$ cat src/rtl/audio_pkg.sv
// audio_pkg: shared definitions for the audio averaging filter.
//   DATA_W_DEF - default signed sample width per channel
//   sample_t   - signed sample at the default width
//   state_t    - sequencing FSM states
//   LFSR_SEED / LFSR_TAPS / lfsr_next - noise generator constants and step,
//              only referenced when NOISE_INJECT_EN is defined
package audio_pkg;

  localparam int DATA_W_DEF = 24;

  typedef logic signed [DATA_W_DEF-1:0] sample_t;

  typedef enum logic [1:0] {
    ST_IDLE = 2'd0,
    ST_CALC = 2'd1,
    ST_OUT  = 2'd2
  } state_t;

  localparam logic [15:0] LFSR_SEED = 16'hACE1;
  // x^16+x^14+x^13+x^11+1 in right-shift form: feedback from bits 0,2,3,5
  localparam logic [15:0] LFSR_TAPS = 16'h002D;

  function automatic logic [15:0] lfsr_next(input logic [15:0] cur);
    return {^(cur & LFSR_TAPS), cur[15:1]};
  endfunction

endpackage

$ cat src/rtl/audio_avg_filter_if.sv
// audio_avg_filter_if: codec-side read/write handshake bundle.
//   read_ready, readdata_left/right : codec offers a sample pair
//   read                            : filter consumes the pair (1-cycle pulse)
//   write_ready                     : codec can accept a pair
//   writedata_left/right, write     : filter delivers a pair (1-cycle pulse)
// Modports: slave = filter side, master = codec/testbench side.
interface audio_avg_filter_if
  import audio_pkg::*;
#(
  parameter int DATA_W = DATA_W_DEF
) ();

  logic                     read_ready;
  logic                     read;
  logic signed [DATA_W-1:0] readdata_left;
  logic signed [DATA_W-1:0] readdata_right;
  logic                     write_ready;
  logic                     write;
  logic signed [DATA_W-1:0] writedata_left;
  logic signed [DATA_W-1:0] writedata_right;

  modport slave (
    input  read_ready, readdata_left, readdata_right, write_ready,
    output read, writedata_left, writedata_right, write
  );

  modport master (
    output read_ready, readdata_left, readdata_right, write_ready,
    input  read, writedata_left, writedata_right, write
  );

endinterface

$ cat src/rtl/audio_avg_filter_avg_channel.sv
// avg_channel: one channel of the moving-average filter.
//   clk_i, rst_n_i : clock, async active-low reset (clears history, sum, ptr)
//   en_i           : commit sample_i into the window this cycle
//   sample_i       : new sample
//   avg_o          : floor(new_sum / N), combinational, valid while en_i
module avg_channel #(
  parameter int DATA_W     = 24,
  parameter int DEPTH_LOG2 = 3
) (
  input  logic                     clk_i,
  input  logic                     rst_n_i,
  input  logic                     en_i,
  input  logic signed [DATA_W-1:0] sample_i,
  output logic signed [DATA_W-1:0] avg_o
);

  localparam int N  = 1 << DEPTH_LOG2;
  localparam int SW = DATA_W + DEPTH_LOG2;

  logic signed [DATA_W-1:0] hist_q [N];
  logic [DEPTH_LOG2-1:0]    ptr_q;
  logic signed [SW-1:0]     sum_q;
  logic signed [SW-1:0]     sum_d;

  // Oldest sample leaves the window as the new one enters.
  always_comb begin
    sum_d = sum_q + SW'(sample_i) - SW'(hist_q[ptr_q]);
  end

  // Dropping the low bits of a two's-complement sum is a floor division.
  assign avg_o = sum_d[SW-1:DEPTH_LOG2];

  always_ff @(posedge clk_i or negedge rst_n_i) begin
    if (!rst_n_i) begin
      sum_q <= '0;
      ptr_q <= '0;
      for (int i = 0; i < N; i++) hist_q[i] <= '0;
    end else if (en_i) begin
      sum_q         <= sum_d;
      hist_q[ptr_q] <= sample_i;
      ptr_q         <= ptr_q + 1'b1;
    end
  end

endmodule

$ cat src/rtl/audio_avg_filter.sv
// audio_avg_filter: N-sample moving-average filter between codec read and
// write handshakes, N = 2**DEPTH_LOG2 (DEPTH_LOG2 legal range 1..6).
//   CLOCK_50 : clock
//   resetn   : async active-low reset
//   bypass   : 1 = output the captured sample unfiltered (history still updates)
//   bus      : codec handshake (audio_avg_filter_if.slave)
// Optional macro NOISE_INJECT_EN: adds LFSR noise to each captured sample
// (saturating, requires DATA_W >= 14). Undefined: samples used unchanged.
//
// state   | meaning
// --------+-----------------------------------------------------------
// ST_IDLE | wait for read_ready; capture pair and pulse read
// ST_CALC | update both channels' window, load writedata
// ST_OUT  | hold writedata until write_ready, pulse write
module audio_avg_filter
  import audio_pkg::*;
#(
  parameter int DATA_W     = DATA_W_DEF,
  parameter int DEPTH_LOG2 = 3
) (
  input  logic                CLOCK_50,
  input  logic                resetn,
  input  logic                bypass,
  audio_avg_filter_if.slave   bus
);

  state_t                   state_q, state_d;
  logic                     capture, calc, read_d, write_d;
  logic signed [DATA_W-1:0] in_l, in_r;
  logic signed [DATA_W-1:0] smp_l_q, smp_r_q;
  logic signed [DATA_W-1:0] avg_l, avg_r;
  logic signed [DATA_W-1:0] wd_l_q, wd_r_q;

  always_comb begin
    state_d = state_q;
    capture = 1'b0;
    calc    = 1'b0;
    read_d  = 1'b0;
    write_d = 1'b0;
    unique case (state_q)
      ST_IDLE: begin
        // resetn gate keeps read low while reset is asserted
        if (bus.read_ready && resetn) begin
          capture = 1'b1;
          read_d  = 1'b1;
          state_d = ST_CALC;
        end
      end
      ST_CALC: begin
        calc    = 1'b1;
        state_d = ST_OUT;
      end
      ST_OUT: begin
        if (bus.write_ready) begin
          write_d = 1'b1;
          state_d = ST_IDLE;
        end
      end
      default: state_d = ST_IDLE;
    endcase
  end

  always_ff @(posedge CLOCK_50 or negedge resetn) begin
    if (!resetn) begin
      state_q <= ST_IDLE;
      smp_l_q <= '0;
      smp_r_q <= '0;
      wd_l_q  <= '0;
      wd_r_q  <= '0;
    end else begin
      state_q <= state_d;
      if (capture) begin
        smp_l_q <= in_l;
        smp_r_q <= in_r;
      end
      if (calc) begin
        wd_l_q <= bypass ? smp_l_q : avg_l;
        wd_r_q <= bypass ? smp_r_q : avg_r;
      end
    end
  end

`ifdef NOISE_INJECT_EN
  logic [15:0]   lfsr_q;
  logic [DATA_W:0] noise;

  // 3-bit signed LFSR slice scaled by 2**11, one bit of headroom for the add
  assign noise = {{(DATA_W-13){lfsr_q[2]}}, lfsr_q[2:0], 11'd0};

  function automatic logic [DATA_W-1:0] sat_add(input logic [DATA_W-1:0] x,
                                                input logic [DATA_W:0]   n);
    logic [DATA_W:0] s;
    s = {x[DATA_W-1], x} + n;
    if (s[DATA_W] != s[DATA_W-1])
      return s[DATA_W] ? {1'b1, {(DATA_W-1){1'b0}}} : {1'b0, {(DATA_W-1){1'b1}}};
    return s[DATA_W-1:0];
  endfunction

  assign in_l = sat_add(bus.readdata_left, noise);
  assign in_r = sat_add(bus.readdata_right, noise);

  always_ff @(posedge CLOCK_50 or negedge resetn) begin
    if (!resetn) lfsr_q <= LFSR_SEED;
    else if (capture) lfsr_q <= lfsr_next(lfsr_q);
  end
`else
  assign in_l = bus.readdata_left;
  assign in_r = bus.readdata_right;
`endif

  avg_channel #(.DATA_W(DATA_W), .DEPTH_LOG2(DEPTH_LOG2)) u_left (
    .clk_i    (CLOCK_50),
    .rst_n_i  (resetn),
    .en_i     (calc),
    .sample_i (smp_l_q),
    .avg_o    (avg_l)
  );

  avg_channel #(.DATA_W(DATA_W), .DEPTH_LOG2(DEPTH_LOG2)) u_right (
    .clk_i    (CLOCK_50),
    .rst_n_i  (resetn),
    .en_i     (calc),
    .sample_i (smp_r_q),
    .avg_o    (avg_r)
  );

  assign bus.read            = read_d;
  assign bus.write           = write_d;
  assign bus.writedata_left  = wd_l_q;
  assign bus.writedata_right = wd_r_q;

endmodule

$ cat src/flat_wrapper.sv
// flat-port wrapper written by rule: the top's interface ports become plain ports
module audio_avg_filter_flat import audio_pkg::*;
#(
  parameter int DATA_W     = DATA_W_DEF,
  parameter int DEPTH_LOG2 = 3
)
  (CLOCK_50, resetn, bypass, bus_read_ready, bus_readdata_left, bus_readdata_right, bus_write_ready, bus_read, bus_writedata_left, bus_writedata_right, bus_write);
  audio_avg_filter_if #(.DATA_W(DATA_W)) bus_i ();
  input  logic CLOCK_50;
  input  logic resetn;
  input  logic bypass;
  input wire logic [$bits(bus_i.read_ready)-1:0] bus_read_ready;
  input wire logic [$bits(bus_i.readdata_left)-1:0] bus_readdata_left;
  input wire logic [$bits(bus_i.readdata_right)-1:0] bus_readdata_right;
  input wire logic [$bits(bus_i.write_ready)-1:0] bus_write_ready;
  output wire logic [$bits(bus_i.read)-1:0] bus_read;
  output wire logic [$bits(bus_i.writedata_left)-1:0] bus_writedata_left;
  output wire logic [$bits(bus_i.writedata_right)-1:0] bus_writedata_right;
  output wire logic [$bits(bus_i.write)-1:0] bus_write;
  assign bus_i.read_ready = bus_read_ready;
  assign bus_i.readdata_left = bus_readdata_left;
  assign bus_i.readdata_right = bus_readdata_right;
  assign bus_i.write_ready = bus_write_ready;
  assign bus_read = bus_i.read;
  assign bus_writedata_left = bus_i.writedata_left;
  assign bus_writedata_right = bus_i.writedata_right;
  assign bus_write = bus_i.write;
  audio_avg_filter #(.DATA_W(DATA_W), .DEPTH_LOG2(DEPTH_LOG2)) u_core (.CLOCK_50(CLOCK_50), .resetn(resetn), .bypass(bypass), .bus(bus_i));
endmodule
$ cat config.mk
export PLATFORM = sky130hd
export DESIGN_NAME = audio_avg_filter_flat
export DESIGN_NICKNAME = d
export VERILOG_FILES = /design/src/rtl/audio_pkg.sv /design/src/rtl/audio_avg_filter_if.sv /design/src/rtl/audio_avg_filter_avg_channel.sv /design/src/rtl/audio_avg_filter.sv /design/src/flat_wrapper.sv
export SDC_FILE = /design/constraint.sdc
export NUM_CORES = 1
export LEC_CHECK = 0
export ABC_AREA = 1
export CAP_MARGIN = 20
export CORE_ASPECT_RATIO = 0.7
export CORE_MARGIN = 3
export CORE_UTILIZATION = 50
export CTS_CLUSTER_SIZE = 24
export DETAILED_ROUTE_END_ITERATION = 6
export GPL_TIMING_DRIVEN = 0
export PLACE_DENSITY_LB_ADDON = 0.12
export SYNTH_ARGS = -nofsm -noshare
export SYNTH_HDL_FRONTEND = slang
export SYNTH_SLANG_ARGS = --single-unit
$ cat constraint.sdc
create_clock -name CLOCK_50 -period 4.8 [get_ports CLOCK_50]
set_input_delay 0.96 -clock CLOCK_50 [delete_from_list [all_inputs] [get_ports CLOCK_50]]
set_output_delay 0.96 -clock CLOCK_50 [all_outputs]
set_load 0.1 [all_outputs]
Yosys cells after proc, flatten, opt, wreduce, memory -nomap -nowiden --
Index checks and enable logic that the tools add are counted.
Operators by class: shifts and indexed selects 0, equal/unequal tests 4, add/sub/neg operators 6, reductions and logical operators 5, mux-type cells 22, divide/modulo/power cells 0, bitwise gates (word level) 2, magnitude comparators 4, multiply operators 0
Operator list (count):
- $bwmux W192 | 2
- $mux W24 | 8
- $bmux W24 S3 | 2
- $demux W24 S3 | 2
- $add A27 B24 Y27 | 2
- $sub A27 B24 Y27 | 2
- $ge A4 B4 Y1 const B | 2
- $lt A4 B1 Y1 const B | 2
- $not A3 Y4 | 2
- $add A3 B1 Y3 const B | 2
- $pmux W2 S3 | 1
- $mux W1 | 5
- $mux W2 | 2
- $logic_and A1 B1 Y1 | 3
- $eq A2 B1 Y1 const B | 1
- $eq A2 B2 Y1 const B | 1
- $logic_not A2 Y1 | 1
- $ne A2 B1 Y1 const B | 1
- $ne A2 B2 Y1 const B | 1
- $reduce_and A2 Y1 | 1
Word-level totals: word-level logic and storage cells 68, bits of input ports 53, memory bits (writable) 0, flip-flop bits (word level) 542, memory bits (read-only) 0, output and inout bits 50, memories kept 0, bits in latches 0

Longest topological paths before layout --
Gate-level depths: netlist of the first run.
word-level depth 6, depth in mapped cells 23, depth with buffers taken out 22

Cells and area by module --
From an unflattened synthesis of the first run, not the netlist that was laid out.
Second synthesis, totals: cell total of the unflattened synthesis 3694, area, all modules 29191.7 um2
By module, submodules not included:
- avg_channel at u_core.u_left | cells an instance 1587, area an instance 12519.5 um2, seq. area each 5555.3 um2, instances 1
- avg_channel at u_core.u_right | cells an instance 1528, area an instance 12316.8 um2, seq. area each 5555.3 um2, instances 1
- audio_avg_filter | cells an instance 579, area an instance 4355.4 um2, seq. area each 2452.4 um2, instances 1

Worst setup path after synthesis of the first run --
OpenSTA, ideal clock, no wires.
path kind flip-flop to flip-flop, start reg u_core.u_left.ptr_q[0], end reg u_core.wd_l_q[5], in the netlist u_core.bus.writedata_left[5], arrival 3.231 ns, buffers on the path 4, setup time 0.068 ns, clock period less this slack 3.299 ns, path slack 1.501 ns, stages on the path, launching flop included 19, data required time 4.732 ns, path through dfrtp_1 buf_2 buf_2 buf_2 buf_2 o21ai_0 o2111ai_1 fa_1 fa_1 inv_1 nand3_1 nand3_1 nand2_1 nand2_1 inv_1 or2_2 nand3_1 o211ai_1 nand2_1
Between the ends: longest elaborated chain between the ends 6
Ends and longest elaborated chain:
- start: declaration | RTL line audio_avg_filter_avg_channel.sv:21 | logic [DEPTH_LOG2-1:0] ptr_q;
- start signal: assignment | RTL line audio_avg_filter_avg_channel.sv:41 | ptr_q <= ptr_q + 1'b1;
- $not A3 Y4 (not written as such) | RTL line audio_avg_filter_avg_channel.sv:27 | sum_d = sum_q + SW'(sample_i) - SW'(hist_q[ptr_q]);
- $bmux W24 S3 | RTL line audio_avg_filter_avg_channel.sv:27
- $mux W24 (not written as such) (2 in series) | RTL line audio_avg_filter_avg_channel.sv:27
- $sub A27 B24 Y27 | RTL line audio_avg_filter_avg_channel.sv:27
- $mux W24 | RTL line audio_avg_filter.sv:77 | wd_l_q <= bypass ? smp_l_q : avg_l;
- end signal: assignment | RTL line audio_avg_filter.sv:77
- end: declaration | RTL line audio_avg_filter.sv:32 | logic signed [DATA_W-1:0] wd_l_q, wd_r_q;
No other way between the ends. The select of a mux whose other input is x is not followed. A chain may end at the register's enable or synchronous reset.

Worst setup path after layout of the first run --
start reg u_core.u_left.ptr_q[0], end reg u_core.wd_l_q[13], in the netlist u_core.bus.writedata_left[13]
The elaborated chain is that of the path after synthesis.

==> results of run 1 <==
-- sequential cells by signal (all words and copies together), names as in the netlist --
signal                      flops
u_core.bus.writedata_left      24
u_core.bus.writedata_right     24
u_core.smp_l_q                 24
u_core.smp_r_q                 24
u_core.state_q                  2
u_core.u_left.hist_q          192
u_core.u_left.ptr_q             3
u_core.u_left.sum_q            27
u_core.u_right.hist_q         192
u_core.u_right.ptr_q            3
u_core.u_right.sum_q           27
-- through the flow --
stage               setup TNS, ns  instance area (µm²)  hold WS [ns]
floorplan                       0                28400         0.448
global placement                -                30400         0.459
detailed placement         -0.968                30500         0.467
CTS                             0                32400         0.321
global route                    0                32400         0.339
finish                          0                32400         0.289
-- cell usage in the layout, fill, tap and decap left out, types with 3 or more instances in the layout --
cell and n:
sky130_fd_sc_hd__clkdlybuf4s50_1 100, sky130_fd_sc_hd__clkbuf_1 109, sky130_fd_sc_hd__a21oi_1 224, sky130_fd_sc_hd__buf_2 68, sky130_fd_sc_hd__xnor2_1 15, sky130_fd_sc_hd__o21ai_1 35, sky130_fd_sc_hd__buf_1 8, sky130_fd_sc_hd__or2_2 5
sky130_fd_sc_hd__clkinv_2 12, sky130_fd_sc_hd__fa_1 52, sky130_fd_sc_hd__nand2_1 983, sky130_fd_sc_hd__o211ai_1 51, sky130_fd_sc_hd__o21bai_1 7, sky130_fd_sc_hd__ha_1 56, sky130_fd_sc_hd__nand4_1 16, sky130_fd_sc_hd__o2111ai_1 41
sky130_fd_sc_hd__inv_2 8, sky130_fd_sc_hd__inv_1 509, sky130_fd_sc_hd__nor3_1 11, sky130_fd_sc_hd__nor2_2 4, sky130_fd_sc_hd__buf_16 4, sky130_fd_sc_hd__o21ai_0 534, sky130_fd_sc_hd__and2_1 7, sky130_fd_sc_hd__clkbuf_2 3
sky130_fd_sc_hd__inv_6 3, sky130_fd_sc_hd__bufinv_16 4, sky130_fd_sc_hd__nand3_1 91, sky130_fd_sc_hd__xor2_1 17, sky130_fd_sc_hd__dfrtp_1 542, sky130_fd_sc_hd__a31oi_1 16, sky130_fd_sc_hd__clkbuf_16 55, sky130_fd_sc_hd__nor2_1 206
sky130_fd_sc_hd__clkbuf_8 13
-- worst max-delay path: stages, from the launching register on --
cell and delay [ns]:
sky130_fd_sc_hd__dfrtp_1 0.36, sky130_fd_sc_hd__buf_2 0.25, sky130_fd_sc_hd__buf_2 0.25, sky130_fd_sc_hd__buf_1 0.62
sky130_fd_sc_hd__a21oi_1 0.14, sky130_fd_sc_hd__o21ai_0 0.11, sky130_fd_sc_hd__o2111ai_1 0.19, sky130_fd_sc_hd__fa_1 0.58
sky130_fd_sc_hd__fa_1 0.43, sky130_fd_sc_hd__inv_1 0.17, sky130_fd_sc_hd__nand3_1 0.10, sky130_fd_sc_hd__nand3_1 0.22
sky130_fd_sc_hd__nand2_1 0.11, sky130_fd_sc_hd__nand2_1 0.28, sky130_fd_sc_hd__nand2_1 0.09, sky130_fd_sc_hd__nand2_1 0.09
sky130_fd_sc_hd__xnor2_1 0.20, sky130_fd_sc_hd__nand2_1 0.10, sky130_fd_sc_hd__nand2_1 0.20, sky130_fd_sc_hd__nand2_1 0.08
-- path summary, 6_finish.rpt --
kind                                                 endpoint  cells after the start
worst min register to register       u_core.u_left.hist_q[77]                      2
worst max-delay path            u_core.bus.writedata_left[13]                     19
worst min-delay path                       u_core.smp_l_q[19]                      1
worst max register to register  u_core.bus.writedata_left[13]                     19
max in group asynchronous          u_core.u_right.hist_q[162]                      3
min in group CLOCK_50                u_core.u_left.hist_q[77]                      2
-- area by class of cell --
class | count | area (µm²) | share of cell area
timing repair buffer | 108 | 1190 | 0.0366
sequential | 542 | 13600 | 0.418
inverter | 519 | 1950 | 0.0601
antenna | 2 | 5.00 | 0.000154
clock inverter | 22 | 231 | 0.00714
buffer | 181 | 779 | 0.0240
multi-input combinational | 2385 | 12200 | 0.376
tap | 740 | 926 | 0.0286
clock buffer | 78 | 1590 | 0.0491
-- per-layer routing --
| layer | track usage | vias to the layer above |
|---|---|---|
| li1 | - | 11900 |
| met1 | 0.552 | 12600 |
| met2 | 0.394 | 1317 |
| met3 | 0.104 | 95 |
| met4 | 0.0506 | 0 |
| met5 | 0 | - |
-- logic make-up after synthesis --
| logic type | share of synthesized area |
|---|---|
| adders and majority gates | 0.0612 |
| xor gates and xnor gates | 0.00985 |
| AOI/OAI and AO/OA | 0.173 |
| DFF | 0.477 |
| and+or+nand+nor | 0.183 |
| buffers and inverters | 0.0957 |
-- repair_timing --
item	CTS	global route
setup endpoints to repair	1	20
gates cloned	1	0
resized for setup	4	13
==> run summary, run 1 <==
CLOCKING
---------------------------------------------------------------------------------
Number of buffers inserted to repair setup after CTS                            0
Clock net sink count                                                          542
CTS Buffer Depth                                                                3
Number of hold buffers added after cts                                          0
Master cell of the clock root buffer                                 sky130_fd_sc_hd__clkbuf_16
Inserted Clock Buffers                                                         54
Clock slew seen by the registers of the worst setup and hold paths        0.07 ns
Source-to-sink clock delay at the later pin of the worst-skew pair        0.62 ns
CTS tree                                                                    built
CTS H-tree depth                                                                2

PLACEMENT
---------------------------------------------------------------------------------
Number of placed instances with taps included                                4474
Detailed placer's ending HPWL                                            75800 µm
Final weighted congestion in routability-driven placement                   0.981
Worst Setup Slack post-DPL                                              -0.968 ns
Buffers added on ports                                                        102

LOGIC SYNTHESIS
---------------------------------------------------------------------------------
Per-instance average area after synthesis                                7.84 µm²
Number of flops mapped to enable cells by yosys                                 0
Net count after synthesis                                                    3788
Synth warn                                                                      0
Area contributors post-synth                                         sky130_fd_sc_hd__dfrtp_1 (48%), sky130_fd_sc_hd__nand2_1 (13%), sky130_fd_sc_hd__o21ai_0 (9.4%), sky130_fd_sc_hd__inv_1 (6.7%), sky130_fd_sc_hd__a21oi_1 (4.0%)
Async SR Flop Fraction                                                       1.00
Flip-flop cell with the highest count after synthesis                sky130_fd_sc_hd__dfrtp_1
Cell taking the most area after synthesis                            sky130_fd_sc_hd__dfrtp_1
Unique cell type count in the Yosys netlist                                    35
Synth Instances                                                              3627
Synthesized cell area                                                   28400 µm²
Part of the Yosys area used for sequential elements                         0.477
Post-synthesis register bit count                                             542
Commonest cells post-synth                                           sky130_fd_sc_hd__nand2_1 (983), sky130_fd_sc_hd__dfrtp_1 (542), sky130_fd_sc_hd__o21ai_0 (534)
Post-synth top area share                                                   0.477
Top-count cell post-synth                                            sky130_fd_sc_hd__nand2_1

DETAILED ROUTING
---------------------------------------------------------------------------------
Vias                                                                        25900
Detailed router's first-iteration violation count                            3586
Average vias per placed instance                                             5.66
Detailed Routing Iterations Pass 1                                              6
Residual antenna-violating net count after detailed routing                     0
Total routed wire length on the met1 layer                               48600 µm
Met3 wire length                                                         13400 µm
Remaining design rule violation count                                           0
Average wire per standard cell                                            21.5 µm
Total routed wirelength                                                  98300 µm
Length of routed met2 wiring                                             35000 µm
Top layer used by detailed routing                                           met4

RUN STATUS
---------------------------------------------------------------------------------
Outcome                                                              finished, final reports clean

STA
---------------------------------------------------------------------------------
Period utilization                                                          0.983
Number of setup violations in the final report                                  0
Worst clock skew                                                        0.0241 ns
Minimum clock period after layout                                         4.72 ns
Final Max Slew Viols                                                            0
Final WS setup                                                          0.0809 ns
Worst slew slack as a fraction of its limit                                 0.193
RSZ-0062 raised after global routing                                           no
Final number of hold-violating endpoints                                        0
Tightest Pin Transition                                                   1.21 ns
Achievable Freq                                                           212 MHz

CRITICAL PATH
---------------------------------------------------------------------------------
Worst Setup SP                                                       u_core.u_left.ptr_q[0]
CP required                                                               5.30 ns
Type of element capturing the critical path                             flip-flop
WP data arrival                                                           5.21 ns
Reg-to-reg setup timing slack                                             0.08 ns
Maximum net fanout on the critical path                                        10
Category of the critical setup timing path                           flip-flop to flip-flop
Critical Path Start Type                                                flip-flop
Reg2reg start                                                        u_core.u_left.ptr_q[0]

FINISH
---------------------------------------------------------------------------------
Fill cell total of the finished layout                                       5247
Finished Core Util                                                          0.581
Post-route insts no fill                                                     4577
Layout-stage area growth over the synthesis result                          13.9%
Share of cells above drive strength 1                                      0.0508
Net count, final                                                             3952

GLOBAL ROUTING
---------------------------------------------------------------------------------
Antenna violations before repair                                                2
Pin count of the biggest net entering global routing                          120
Number of global-route vias before repair                                   23200
Total grt overflow                                                              0
Global-route usage over all layers                                          0.326
Wire length of the first global-routing pass                            147000 µm

FLOORPLAN
---------------------------------------------------------------------------------
Std-Cell Rows                                                                  72
Core footprint                                                          55800 µm²
DIE WIDTH                                                                  291 µm
Number of top-level pins                                                      103
Die boundary height                                                        206 µm
Effective utilization at floorplan                                          0.510
Die Area                                                                59800 µm²

JOB
---------------------------------------------------------------------------------
MaxCap Viol Count                                                               0

WORST HOLD PATH
---------------------------------------------------------------------------------
Min-Delay Path Class                                                 primary input to async pin

Power of run 1 is not shown: default switching activity piles up to over one toggle a cycle in this logic, so the estimate is an artifact.
==> run 2, diff against run 1 <==
Settings changed: CTS_CLUSTER_SIZE 24 to 8, GPL_ROUTABILITY_DRIVEN set to 1, HOLD_SLACK_MARGIN set to 0.03.
==> run summary, run 2 (synthesis gave the netlist of run 1 again) <==
RUN STATUS
-------------------------------------------------------------------------------------
Outcome                                                                  finished, final reports clean   unchanged

CLOCKING
-------------------------------------------------------------------------------------
Clock net sink count                                                              542   unchanged
CTS Buffer Depth                                                                    3   unchanged
Master cell of the clock root buffer                                     sky130_fd_sc_hd__clkbuf_16   unchanged
Inserted Clock Buffers                                                             77   was 54
Clock slew seen by the registers of the worst setup and hold paths            0.05 ns   was 0.07 ns
Source-to-sink clock delay at the later pin of the worst-skew pair            0.61 ns   was 0.62 ns
Number of hold buffers added after cts                                              0   unchanged
CTS H-tree depth                                                                    3   was 2
CTS tree                                                                        built   unchanged

FLOORPLAN
-------------------------------------------------------------------------------------
DIE WIDTH                                                                      291 µm   unchanged
Std-Cell Rows                                                                      72   unchanged
Die boundary height                                                            206 µm   unchanged
Die Area                                                                    59800 µm²   unchanged
Effective utilization at floorplan                                              0.510   unchanged
Number of top-level pins                                                          103   unchanged
Core footprint                                                              55800 µm²   unchanged

CRITICAL PATH
-------------------------------------------------------------------------------------
CP max-delay cell                                                        sky130_fd_sc_hd__buf_1   unchanged
Worst Setup SP                                                           u_core.u_left.ptr_q[0]   unchanged
CP required                                                                   5.29 ns   was 5.30 ns
Depth of the worst register-to-register path                                       18   was 19
FF-to-FF End                                                             u_core.bus.writedata_left[12]   was u_core.bus.writedata_left[13]
Number of buffers and inverters on the critical path                                4   unchanged
Critical Path Start Type                                                    flip-flop   unchanged
Biggest cell delay along the critical path                                    0.63 ns   was 0.62 ns
Top cell by count, worst path                                            sky130_fd_sc_hd__nand2_1   unchanged
Type of element capturing the critical path                                 flip-flop   unchanged
Category of the critical setup timing path                               flip-flop to flip-flop   unchanged
Reg-to-reg setup timing slack                                                 0.11 ns   was 0.08 ns
Critical Path, Cell by Cell                                              buf_2 -> buf_2 -> buf_1 -> a21oi_1 -> o21ai_0 -> o2111ai_1 -> fa_1 -> inv_1 -> ha_1 -> or2_2 -> nand3_1 -> nand2_1 -> nand2_1 -> nand2_1 -> xnor2_1 -> nand2_1 -> nand2_1 -> nand2_1   was buf_2 -> buf_2 -> buf_1 -> a21oi_1 -> o21ai_0 -> o2111ai_1 -> fa_1 -> fa_1 -> inv_1 -> nand3_1 -> nand3_1 -> nand2_1 -> nand2_1 -> nand2_1 -> nand2_1 -> xnor2_1 -> nand2_1 -> nand2_1 -> nand2_1
Maximum net fanout on the critical path                                            10   unchanged
Reg2reg start                                                            u_core.u_left.ptr_q[0]   unchanged
WP data arrival                                                               5.18 ns   was 5.21 ns
Delay-heaviest family, CP                                                buffers and inverters   unchanged

GLOBAL ROUTING
-------------------------------------------------------------------------------------
Number of global-route vias before repair                                       23400   was 23200
Antenna violations before repair                                                    1   was 2
Pin count of the biggest net entering global routing                              120   unchanged
Total grt overflow                                                                  0   unchanged
Global-route usage over all layers                                              0.328   was 0.326
Wire length of the first global-routing pass                                147000 µm   about the same

STA
-------------------------------------------------------------------------------------
Final Max Slew Viols                                                                0   unchanged
Worst clock skew                                                            0.0157 ns   was 0.0241 ns
Final number of hold-violating endpoints                                            0   unchanged
Minimum clock period after layout                                             4.69 ns   was 4.72 ns
Tightest Pin Transition                                                       1.14 ns   was 1.21 ns
Number of setup violations in the final report                                      0   unchanged
Achievable Freq                                                               213 MHz   was 212 MHz
Worst slew slack as a fraction of its limit                                     0.242   was 0.193
Period utilization                                                              0.978   was 0.983
RSZ-0062 raised after global routing                                               no   unchanged

DETAILED ROUTING
-------------------------------------------------------------------------------------
Remaining design rule violation count                                               0   unchanged
Vias                                                                            26000   was 25900
Average vias per placed instance                                                 5.71   was 5.66
Detailed router's first-iteration violation count                                3426   was 3586
Residual antenna-violating net count after detailed routing                         0   unchanged
Average wire per standard cell                                                21.6 µm   was 21.5 µm
Total routed wirelength                                                      98600 µm   was 98300 µm
Detailed Routing Iterations Pass 1                                                  6   unchanged

PLACEMENT
-------------------------------------------------------------------------------------
Number of placed instances with taps included                                    4474   unchanged
Final weighted congestion in routability-driven placement                       0.981   unchanged
Buffers added on ports                                                            102   unchanged
Detailed placer's ending HPWL                                                75800 µm   unchanged

FINISH
-------------------------------------------------------------------------------------
Layout-stage area growth over the synthesis result                              14.7%   was 13.9%
Most frequent standard cell in the layout excluding fill and tap cells   sky130_fd_sc_hd__nand2_1   unchanged
Net count, final                                                                 3975   was 3952
Post-route insts no fill                                                         4563   was 4577
Fill cell total of the finished layout                                           5212   was 5247
Largest registers ranked by flip-flop count                              u_core.u_left.hist_q: 192 flops, u_core.u_right.hist_q: 192 flops   unchanged
Share of cells above drive strength 1                                          0.0495   was 0.0508
Leading cell types in the layout, fill and taps excluded                 sky130_fd_sc_hd__nand2_1 (983), sky130_fd_sc_hd__dfrtp_1 (542), sky130_fd_sc_hd__o21ai_0 (534)   unchanged

WORST HOLD PATH
-------------------------------------------------------------------------------------
Min-Delay Path Class                                                     primary input to async pin   unchanged

JOB
-------------------------------------------------------------------------------------
MaxCap Viol Count                                                                   0   unchanged

## run 2: per-stage QoR
stage	cell area [µm²]	hold WS (ns)	setup WS [ns]	utilization	setup TNS, ns
global placement	30400	0.459	-21.80	0.545	-
finish	32600	0.310	0.106	0.585	0
global route	32600	0.351	0.00417	0.585	0
floorplan	28400	0.448	1.50	-	0
CTS	32600	0.337	0.0385	0.585	0
detailed placement	30500	0.467	-0.968	0.547	-0.968
## run 2: worst max-delay path by stage
stage	slack, ns	endpoint	cells after the start
2_1_floorplan	1.50	u_core.bus.writedata_left[5]	18
3_3_place_gp	-21.80	u_core.smp_r_q[19]	1
3_5_place_dp	-0.97	bus_read	7
4_1_cts	0.04	bus_read	7
5_1_grt	0.004	u_core.bus.writedata_left[21]	18
6_report	0.11	u_core.bus.writedata_left[12]	18
## run 2: final cells by class
| type | count | area [µm²] | share of cell area |
|---|---|---|---|
| Buffer | 181 | 778 | 0.0239 |
| Timing Repair Buffer | 108 | 1190 | 0.0364 |
| Tap cell | 740 | 926 | 0.0284 |
| Sequential cell | 542 | 13600 | 0.416 |
| Clock inverter | 5 | 43.8 | 0.00134 |
| Clock buffer | 81 | 1980 | 0.0608 |
| Inverter | 519 | 1950 | 0.0597 |
| Multi-Input combinational cell | 2385 | 12200 | 0.374 |
| Antenna cell | 2 | 5.00 | 0.000153 |
## run 2: timing repair
item,4_1_cts,5_1_grt
pin swaps,0,0
cloned,1,0
gates resized for setup,4,12
buffers inserted,0,0
setup endpoints to repair,1,20
hold endpoints to repair,0,0
## run 2: worst reg2reg max path, stage by stage, from the launching register on
cell and delay (ns):
sky130_fd_sc_hd__dfrtp_1 0.35, sky130_fd_sc_hd__buf_2 0.25, sky130_fd_sc_hd__buf_2 0.25, sky130_fd_sc_hd__buf_1 0.63, sky130_fd_sc_hd__a21oi_1 0.13, sky130_fd_sc_hd__o21ai_0 0.12, sky130_fd_sc_hd__o2111ai_1 0.22, sky130_fd_sc_hd__fa_1 0.53
sky130_fd_sc_hd__inv_1 0.04, sky130_fd_sc_hd__ha_1 0.37, sky130_fd_sc_hd__or2_2 0.34, sky130_fd_sc_hd__nand3_1 0.10, sky130_fd_sc_hd__nand2_1 0.15, sky130_fd_sc_hd__nand2_1 0.10, sky130_fd_sc_hd__nand2_1 0.18, sky130_fd_sc_hd__xnor2_1 0.53
sky130_fd_sc_hd__nand2_1 0.10, sky130_fd_sc_hd__nand2_1 0.12, sky130_fd_sc_hd__nand2_1 0.06
## run 2: routing by layer
layer	vias up	share of wire	GRT usage	wire length (µm)
met5	-	0	0	0
li1	11900	-	-	-
met4	0	0.016	0.0614	1570
met3	114	0.13	0.104	13100
met2	1373	0.36	0.394	35100
met1	12600	0.50	0.555	48900
Power of run 2 is left out for the same reason.
